## src/rtl/reel_spin_scheduler.sv

```systemverilog
// Three-reel spin sequencer stepped on the vsync frame tick: free spin, then reels stop one by one on latched sprites.
// Optional build macro SKIP_STOP_EN: a start_spin rise while spinning snaps unstopped reels to their targets.
module reel_spin_scheduler #(
    parameter int NUM_SPRITES    = 7,
    parameter int SPRITE_H       = 64,
    parameter int SPEED          = 8,
    parameter int SPIN_FRAMES    = 60,
    parameter int STAGGER_FRAMES = 30
) (
    input  logic       clk,
    input  logic       reset,
    input  logic       vsync,
    input  logic       start_spin,
    input  logic [2:0] final1_sprite,
    input  logic [2:0] final2_sprite,
    input  logic [2:0] final3_sprite,
    output logic [8:0] reel1_offset,
    output logic [8:0] reel2_offset,
    output logic [8:0] reel3_offset,
    output logic [2:0] reel_stopped,
    output logic       busy,
    output logic       done
);

    localparam int STRIP   = NUM_SPRITES * SPRITE_H;
    localparam int CNT_MAX = (SPIN_FRAMES > STAGGER_FRAMES) ? SPIN_FRAMES : STAGGER_FRAMES;
    localparam int CNT_W   = $clog2(CNT_MAX + 1);
    localparam logic [CNT_W-1:0] SPIN_END = CNT_W'(SPIN_FRAMES - 1);
    localparam logic [CNT_W-1:0] STAGGER  = CNT_W'(STAGGER_FRAMES);

    typedef enum logic [2:0] {
        IDLE  = 3'd0,
        SPIN  = 3'd1,
        STOP1 = 3'd2,
        STOP2 = 3'd3,
        STOP3 = 3'd4,
        DONE  = 3'd5
    } state_t;

    state_t           state_q;
    logic [8:0]       off_q [3];
    logic [8:0]       tgt_q [3];
    logic [8:0]       off_adv [3];
    logic [2:0]       stopped_q;
    logic             busy_q;
    logic             done_q;
    logic             vsync_q;
    logic             start_q;
    logic [CNT_W-1:0] cnt_q;
    logic             tick;
    logic             rise;

    function automatic logic [8:0] advance(input logic [8:0] off);
        logic [9:0] sum;
        sum = {1'b0, off} + 10'(SPEED);
        if (sum >= 10'(STRIP)) sum = sum - 10'(STRIP);
        return 9'(sum);
    endfunction

    // Out-of-range sprite requests land on sprite 0.
    function automatic logic [8:0] target_of(input logic [2:0] f);
        if (int'(f) >= NUM_SPRITES) return 9'd0;
        return 9'(int'(f) * SPRITE_H);
    endfunction

    assign tick = vsync_q & ~vsync;
    assign rise = start_spin & ~start_q;

    always_comb begin
        for (int k = 0; k < 3; k++) off_adv[k] = advance(off_q[k]);
    end

    always_ff @(posedge clk) begin
        if (reset) begin
            state_q   <= IDLE;
            for (int k = 0; k < 3; k++) begin
                off_q[k] <= '0;
                tgt_q[k] <= '0;
            end
            stopped_q <= 3'b111;
            busy_q    <= 1'b0;
            done_q    <= 1'b0;
            vsync_q   <= 1'b1;
            start_q   <= 1'b0;
            cnt_q     <= '0;
        end else begin
            vsync_q <= vsync;
            start_q <= start_spin;
            done_q  <= 1'b0;
`ifdef SKIP_STOP_EN
            if (rise && (state_q inside {SPIN, STOP1, STOP2, STOP3})) begin
                for (int k = 0; k < 3; k++) begin
                    if (!stopped_q[k]) off_q[k] <= tgt_q[k];
                end
                stopped_q <= 3'b111;
                state_q   <= DONE;
                done_q    <= 1'b1;
            end else
`endif
            begin
                // Stopped reels hold; in IDLE and DONE all three are stopped.
                if (tick) begin
                    for (int k = 0; k < 3; k++) begin
                        if (!stopped_q[k]) off_q[k] <= off_adv[k];
                    end
                end
                case (state_q)
                    IDLE: begin
                        if (rise) begin
                            tgt_q[0]  <= target_of(final1_sprite);
                            tgt_q[1]  <= target_of(final2_sprite);
                            tgt_q[2]  <= target_of(final3_sprite);
                            cnt_q     <= '0;
                            stopped_q <= 3'b000;
                            busy_q    <= 1'b1;
                            state_q   <= SPIN;
                        end
                    end
                    SPIN: begin
                        if (tick) begin
                            if (cnt_q == SPIN_END) begin
                                cnt_q   <= '0;
                                state_q <= STOP1;
                            end else begin
                                cnt_q <= cnt_q + 1'b1;
                            end
                        end
                    end
                    STOP1: begin
                        if (tick && off_adv[0] == tgt_q[0]) begin
                            stopped_q[0] <= 1'b1;
                            cnt_q        <= '0;
                            state_q      <= STOP2;
                        end
                    end
                    STOP2: begin
                        if (tick) begin
                            if (cnt_q < STAGGER) begin
                                cnt_q <= cnt_q + 1'b1;
                            end else if (off_adv[1] == tgt_q[1]) begin
                                stopped_q[1] <= 1'b1;
                                cnt_q        <= '0;
                                state_q      <= STOP3;
                            end
                        end
                    end
                    STOP3: begin
                        if (tick) begin
                            if (cnt_q < STAGGER) begin
                                cnt_q <= cnt_q + 1'b1;
                            end else if (off_adv[2] == tgt_q[2]) begin
                                stopped_q[2] <= 1'b1;
                                cnt_q        <= '0;
                                done_q       <= 1'b1;
                                state_q      <= DONE;
                            end
                        end
                    end
                    DONE: begin
                        busy_q  <= 1'b0;
                        state_q <= IDLE;
                    end
                    default: state_q <= IDLE;
                endcase
            end
        end
    end

    assign reel1_offset = off_q[0];
    assign reel2_offset = off_q[1];
    assign reel3_offset = off_q[2];
    assign reel_stopped = stopped_q;
    assign busy         = busy_q;
    assign done         = done_q;

endmodule

```

## config.mk

```make
export PLATFORM = sky130hd
export DESIGN_NAME = reel_spin_scheduler
export DESIGN_NICKNAME = d
export VERILOG_FILES = /design/src/rtl/reel_spin_scheduler.sv
export SDC_FILE = /design/constraint.sdc
export NUM_CORES = 1
export LEC_CHECK = 0
export ABC_CLOCK_PERIOD_IN_PS = 3000
export CAP_MARGIN = 20
export CELL_PAD_IN_SITES_DETAIL_PLACEMENT = 1
export CELL_PAD_IN_SITES_GLOBAL_PLACEMENT = 1
export CORE_MARGIN = 2
export CORE_UTILIZATION = 37
export CTS_BUF_LIST = sky130_fd_sc_hd__clkbuf_16
export CTS_CLUSTER_DIAMETER = 100
export CTS_CLUSTER_SIZE = 24
export DETAILED_ROUTE_END_ITERATION = 10
export PLACE_DENSITY_LB_ADDON = 0.1
export REMOVE_ABC_BUFFERS = 1
export SYNTH_ARGS = -nofsm -noshare
export SYNTH_HDL_FRONTEND = slang
export SYNTH_SLANG_ARGS = --single-unit
```

## constraint.sdc

```tcl
create_clock -name clk -period 3 [get_ports clk]
set_input_delay 0.75 -clock clk [delete_from_list [all_inputs] [get_ports clk]]
set_output_delay 0.75 -clock clk [all_outputs]
set_load 0.02 [all_outputs]
```

Yosys cells after proc, flatten, opt, wreduce, memory -nomap -nowiden --
Memory sizes are Yosys's and may differ from the RTL's. Index checks and enable logic that the tools add are counted.
Storage, ports and cells: memories kept 2, RAM bits 54, bits of input ports 13, register bits 16, word-level logic and storage cells 162
Memories:
- off_q | depth 3, width 9, read ports 3, clocked after memory_dff 0, write ports 3, RTL line 41 | logic [8:0] off_q [3];
- tgt_q | depth 3, width 9, read ports 3, clocked after memory_dff 0, write ports 3, RTL line 42 | logic [8:0] tgt_q [3];
Operators by class: muxes and demuxes 90, order comparisons 7, add/sub/neg operators 7, equal/unequal tests 21, bitwise logic cells 12, reduce and logical (&&, ||, !) cells 14
Operators by type and width (number):
- 2-to-1 mux 9 bit | 24
- 2-to-1 mux 6 bit | 10
- 2-to-1 mux 1 bit | 39
- 2-to-1 mux 3 bit | 11
- adder 9 x 4 -> 10 bit (second input constant) | 3
- greater-or-equal comparator 10 x 9 -> 1 bit (second input constant) | 3
- one-hot mux 6 bit (5 select lines) | 1
- == test 9 bit | 3
- subtractor 9 bit (second input constant) | 3
- != test 2 bit (second input constant) | 10
- one-hot mux 3 bit (5 select lines) | 1
- AND reduction 10 bit | 1
- AND reduction 5 bit | 2
- greater-or-equal comparator 3 bit (second input constant) | 3
- one-hot mux 1 bit (2 select lines) | 4
- AND reduction 8 bit | 1
- nonzero test 2 bit | 4
- adder 6 x 1 -> 6 bit (second input constant) | 1
- == test 3 x 2 -> 1 bit (second input constant) | 2
- == test 3 bit (second input constant) | 2
- == test 6 bit (second input constant) | 1
- less-than comparator 6 x 5 -> 1 bit (second input constant) | 1
- != test 3 bit (second input constant) | 2
- OR 1 bit | 6
- 9 further kinds | 13

Logic depth before layout (Yosys ltp) --
Gate-level depths: netlist (run 1).
word-level depth 10, mapped depth 14, gate-level depth less buffers 13

Worst setup path before layout (run 1) --
Ideal clock, no wire load.
kind register to register, start memory off_q[1][3] (netlist: off_q[0][12]), end register cnt_q[5], cell stages (with the launch flop) 15, setup slack -0.306 ns, data arrival time 3.189 ns, setup time 0.117 ns, data required time 2.883 ns, period minus slack after synthesis 3.306 ns, path buffers 1, cell sequence edfxtp_1 > ha_1 > and2_1 > nand2_1 > xnor2_1 > ha_1 > clkbuf_1 > o21ai_1 > a211oi_1 > a31oi_1 > xnor3_1 > o2111a_1 > o31a_1 > o21a_4 > a32o_1
RTL lines:
- start, declared | RTL line 41
- end signal, assigned | RTL line 125 | cnt_q <= cnt_q + 1'b1;
- end signal, assigned | RTL line 139 | cnt_q <= cnt_q + 1'b1;
- end signal, assigned | RTL line 150 | cnt_q <= cnt_q + 1'b1;
- end, declared | RTL line 49 | logic [CNT_W-1:0] cnt_q;

==> flow_summary_export.csv, run 1 <==
group,metric,value,unit
detailed_routing,drt_pass1_iterations,4,
critical_path,arrival,3140,ps
synth,ys_warn_count,0,
synth,netlist_area,0.00292,sq mm
sta,period_share,98.9,%
min_path,hp-class,"reg -> reg",
synth,synth_edf_count,27,
sta,worstMarginPinSlew,960,ps
floorplan,fp.dieW,92.8,um
sta,slew_viol_final,0,
critical_path,crit_path_start_kind,"flop",
sta,rsz0062_at_grt,"true",
power,p_per_area,572,mW/mm^2
sta,slew_headroom,35.3,%
layout,n_antenna_cell,0,
detailed_routing,postRouteAntennaNets,0,
floorplan,die_area,0.00861,sq mm
sta,finalCriticalPeriod,2970,ps
cts,cts_buffers,5,
layout,drive_gt1_share,17.9,%
synth,yosysTopAreaCell,"edfxtp_1",
critical_path,critical_path_class,"reg -> reg",
power,power_leakage,1.53,nW
global_routing,track_usage,18.3,%
cts,cts_tree,"built",
sta,clock_skew,4.92,ps
synth,syn_inst,327,
critical_path,crit_start,"off_q[0][22]$_SDFFCE_PP0P_",
sta,fin_ws,32.7,ps
power,peakVddDrop,0.346,mV
detailed_routing,avgRoutedWirePerCell,15.7,um
cts,holdBufCountCts,0,
synth,synth_top_area_share,27.8,%
floorplan,ioPinCount,45,
sta,setup_viol,0,
cts,cts-root-buf,"clkbuf_16",
floorplan,die_height,92.8,um
place,dp_hpwl,5.65,mm
job,cap_violations,0,
synth,synthTopCellsByArea,"edfxtp_1, dfxtp_1, xnor2_1",
layout,areaGrowthSynthToFinish,32.7,%
detailed_routing,post-route-drc-count,0,
global_routing,gr-total-overflow,0,
synth,synth_commonest_cells,"nand2_1, nor2_1, edfxtp_1, dfxtp_1, xnor2_1",
floorplan,start_util,37.9,%
place,io_buffers,35,
global_routing,grt_pass1_vias,2631,
floorplan,core_area,0.00769,sq mm
detailed_routing,drt_first_iter_violations,109,
place,place_ws,-18.1,ps
floorplan,std_cell_rows,32,
detailed_routing,drt-total-wl,7.83,mm
cts,cts_buffer_depth,2,
sta,fmax,0.337,GHz
critical_path,crit_required,3170,ps
status,status,"complete, no violations",
critical_path,r2r-start,"off_q[0][22]$_SDFFCE_PP0P_",
min_path,hold_start,"busy$_SDFFE_PP0P_",
cts,htreeDepth,2,
layout,fillers,901,
layout,fin_cells,498,
detailed_routing,vias,2659,
global_routing,grt_max_degree,19,
synth,synth_seq_cells,43,
synth,synth.distinct_cells,63,
synth,ys_seq_area_share,38.8,%
synth,synth_top_flop_cell,"edfxtp_1",
critical_path,crit_path_end_kind,"flop",
cts,clock-sinks,43,
cts,path_clk_slew,60,ps
place,gp_congestion,0.774,
detailed_routing,viasPerCell,5.34,
cts,clock_latency,280,ps
layout,fin_nets,417,
place,placed_cells,480,
sta,whs,497,ps
global_routing,grt_pass1_wl,12.7,mm
synth,avgSynthCellArea,8.92,sq um
critical_path,path_max_fanout,6,
sta,finalHoldViolations,0,
global_routing,antenna_found_initial,0,
synth,ys_async_sr_fraction,0,%
per-layer routing:
| layer | up-vias | wire length (um) | GRT usage, % |
|---|---|---|---|
| met3 | 2 | 234 | 2.44 |
| met5 | - | 0 | 0 |
| li1 | 1306 | - | - |
| met2 | 51 | 3950 | 32.7 |
| met4 | 0 | 37 | 3.31 |
| met1 | 1300 | 3610 | 23.8 |
final cells by class:
class	count	area, sq um	area share (%)
inverter	15	56.3	1.46
multi-input combinational	259	1740	45.1
timing repair buffer	71	621	16.0
clock inverter	3	63.8	1.65
sequential	43	1130	29.2
tap	102	128	3.30
clock buffer	5	125	3.23
stage by stage:
step / setup TNS [ps] / util [%] / total power (W) / instance area [sq um]
after floorplan: -809 / - / 0.00122 / 2840
after global placement: 0 / 45.7 / 0.00147 / 3520
after detailed placement: -18.1 / 45.7 / 0.00148 / 3520
after CTS: -4.60 / 48.4 / 0.00219 / 3720
after global routing: -79.4 / 50.3 / 0.00233 / 3870
final: 0 / 50.3 / 0.00221 / 3870
final timing paths:
path	cells past startpoint	end	slack, ps
setup reg to reg	14	cnt_q[5]$_SDFFE_PP0P_	30
hold / removal	2	busy$_SDFFE_PP0P_	500
setup / recovery	14	cnt_q[5]$_SDFFE_PP0P_	30
hold reg to reg	2	busy$_SDFFE_PP0P_	500
cells by family (layout without fill, tap and decap cells):
family	count (synthesis)	count (layout)	share of synthesized area (%)
xor+xnor	24	24	7.68
mux	4	4	1.37
simple gates	142	142	25.2
flops	43	43	38.8
compound gates	71	71	17.5
fa+ha+maj	9	9	3.86
other cells	1	9	0.129
buf+inv	33	94	5.45
critical path, cell delays in order (launching register included):
cell and delay, ps:
edfxtp_1 470, ha_2 240, nand3_2 100, xnor2_2 200
ha_2 210, nand4b_1 110, a21oi_2 160, buf_4 140
a31oi_4 40, mux2i_1 130, and4_1 210, a41o_1 270
o31a_1 140, o21a_4 240, a32o_1 200
what timing repair did:
action	4_1_cts	5_1_grt
setup buffers	1	9
gates resized for setup	1	18
pin swaps	0	9
setup endpoints to repair	2	9
flip-flops by register name, summed over array words and instances (netlist names):
name and flops:
busy 1, cnt_q 6, done 1, off_q 18, reel_stopped 3, start_q 1
state_q 3, tgt_q 9, vsync_q 1
power breakdown:
part	leakage [nW]	total [W]	switching (W)	internal, W
Clock	0.0952	0.000703	0.000228	0.000474
Combinational	1.02	0.000695	0.000382	0.000314
Sequential	0.415	0.000813	0.000100	0.000713
cell usage in the layout, fill, tap and decap left out, types with 3 or more instances in the layout:
master / netlist / layout
o21ai_1: 6 / 5
dfxtp_1: 16 / 16
xnor2_1: 16 / 14
o21ai_0: 11 / 11
a21oi_1: 13 / 12
a41o_1: 3 / 3
buf_4: 9 / 36
nor2_1: 36 / 36
inv_1: 15 / 15
xor2_1: 7 / 5
and2_1: 6 / 5
ha_1: 9 / 5
nand3_1: 15 / 14
a211oi_1: 4 / 4
clkbuf_16: 0 / 5
nor2b_1: 4 / 4
nor3_1: 8 / 8
conb_1: 1 / 9
and3_1: 13 / 13
clkdlybuf4s50_1: 0 / 35
edfxtp_1: 27 / 27
a31oi_1: 5 / 3
ha_2: 0 / 4
nand2_1: 36 / 35
mux2i_1: 4 / 4
nand2b_1: 4 / 4
nand4_1: 3 / 3
Note: power is estimated with default switching activity, not from simulation.
==> run 2, diff against run 1 <==
--- a/config.mk
+++ b/config.mk
@@ -6,7 +6,6 @@
 export NUM_CORES = 1
 export LEC_CHECK = 0
 export ABC_CLOCK_PERIOD_IN_PS = 3000
-export CAP_MARGIN = 20
 export CELL_PAD_IN_SITES_DETAIL_PLACEMENT = 1
 export CELL_PAD_IN_SITES_GLOBAL_PLACEMENT = 1
 export CORE_MARGIN = 2
@@ -20,3 +19,4 @@
 export SYNTH_ARGS = -nofsm -noshare
 export SYNTH_HDL_FRONTEND = slang
 export SYNTH_SLANG_ARGS = --single-unit
+export TNS_END_PERCENT = 10
==> results of run 2 <==
Same layout as run 1: the final DEF is identical, and so are final timing and power.
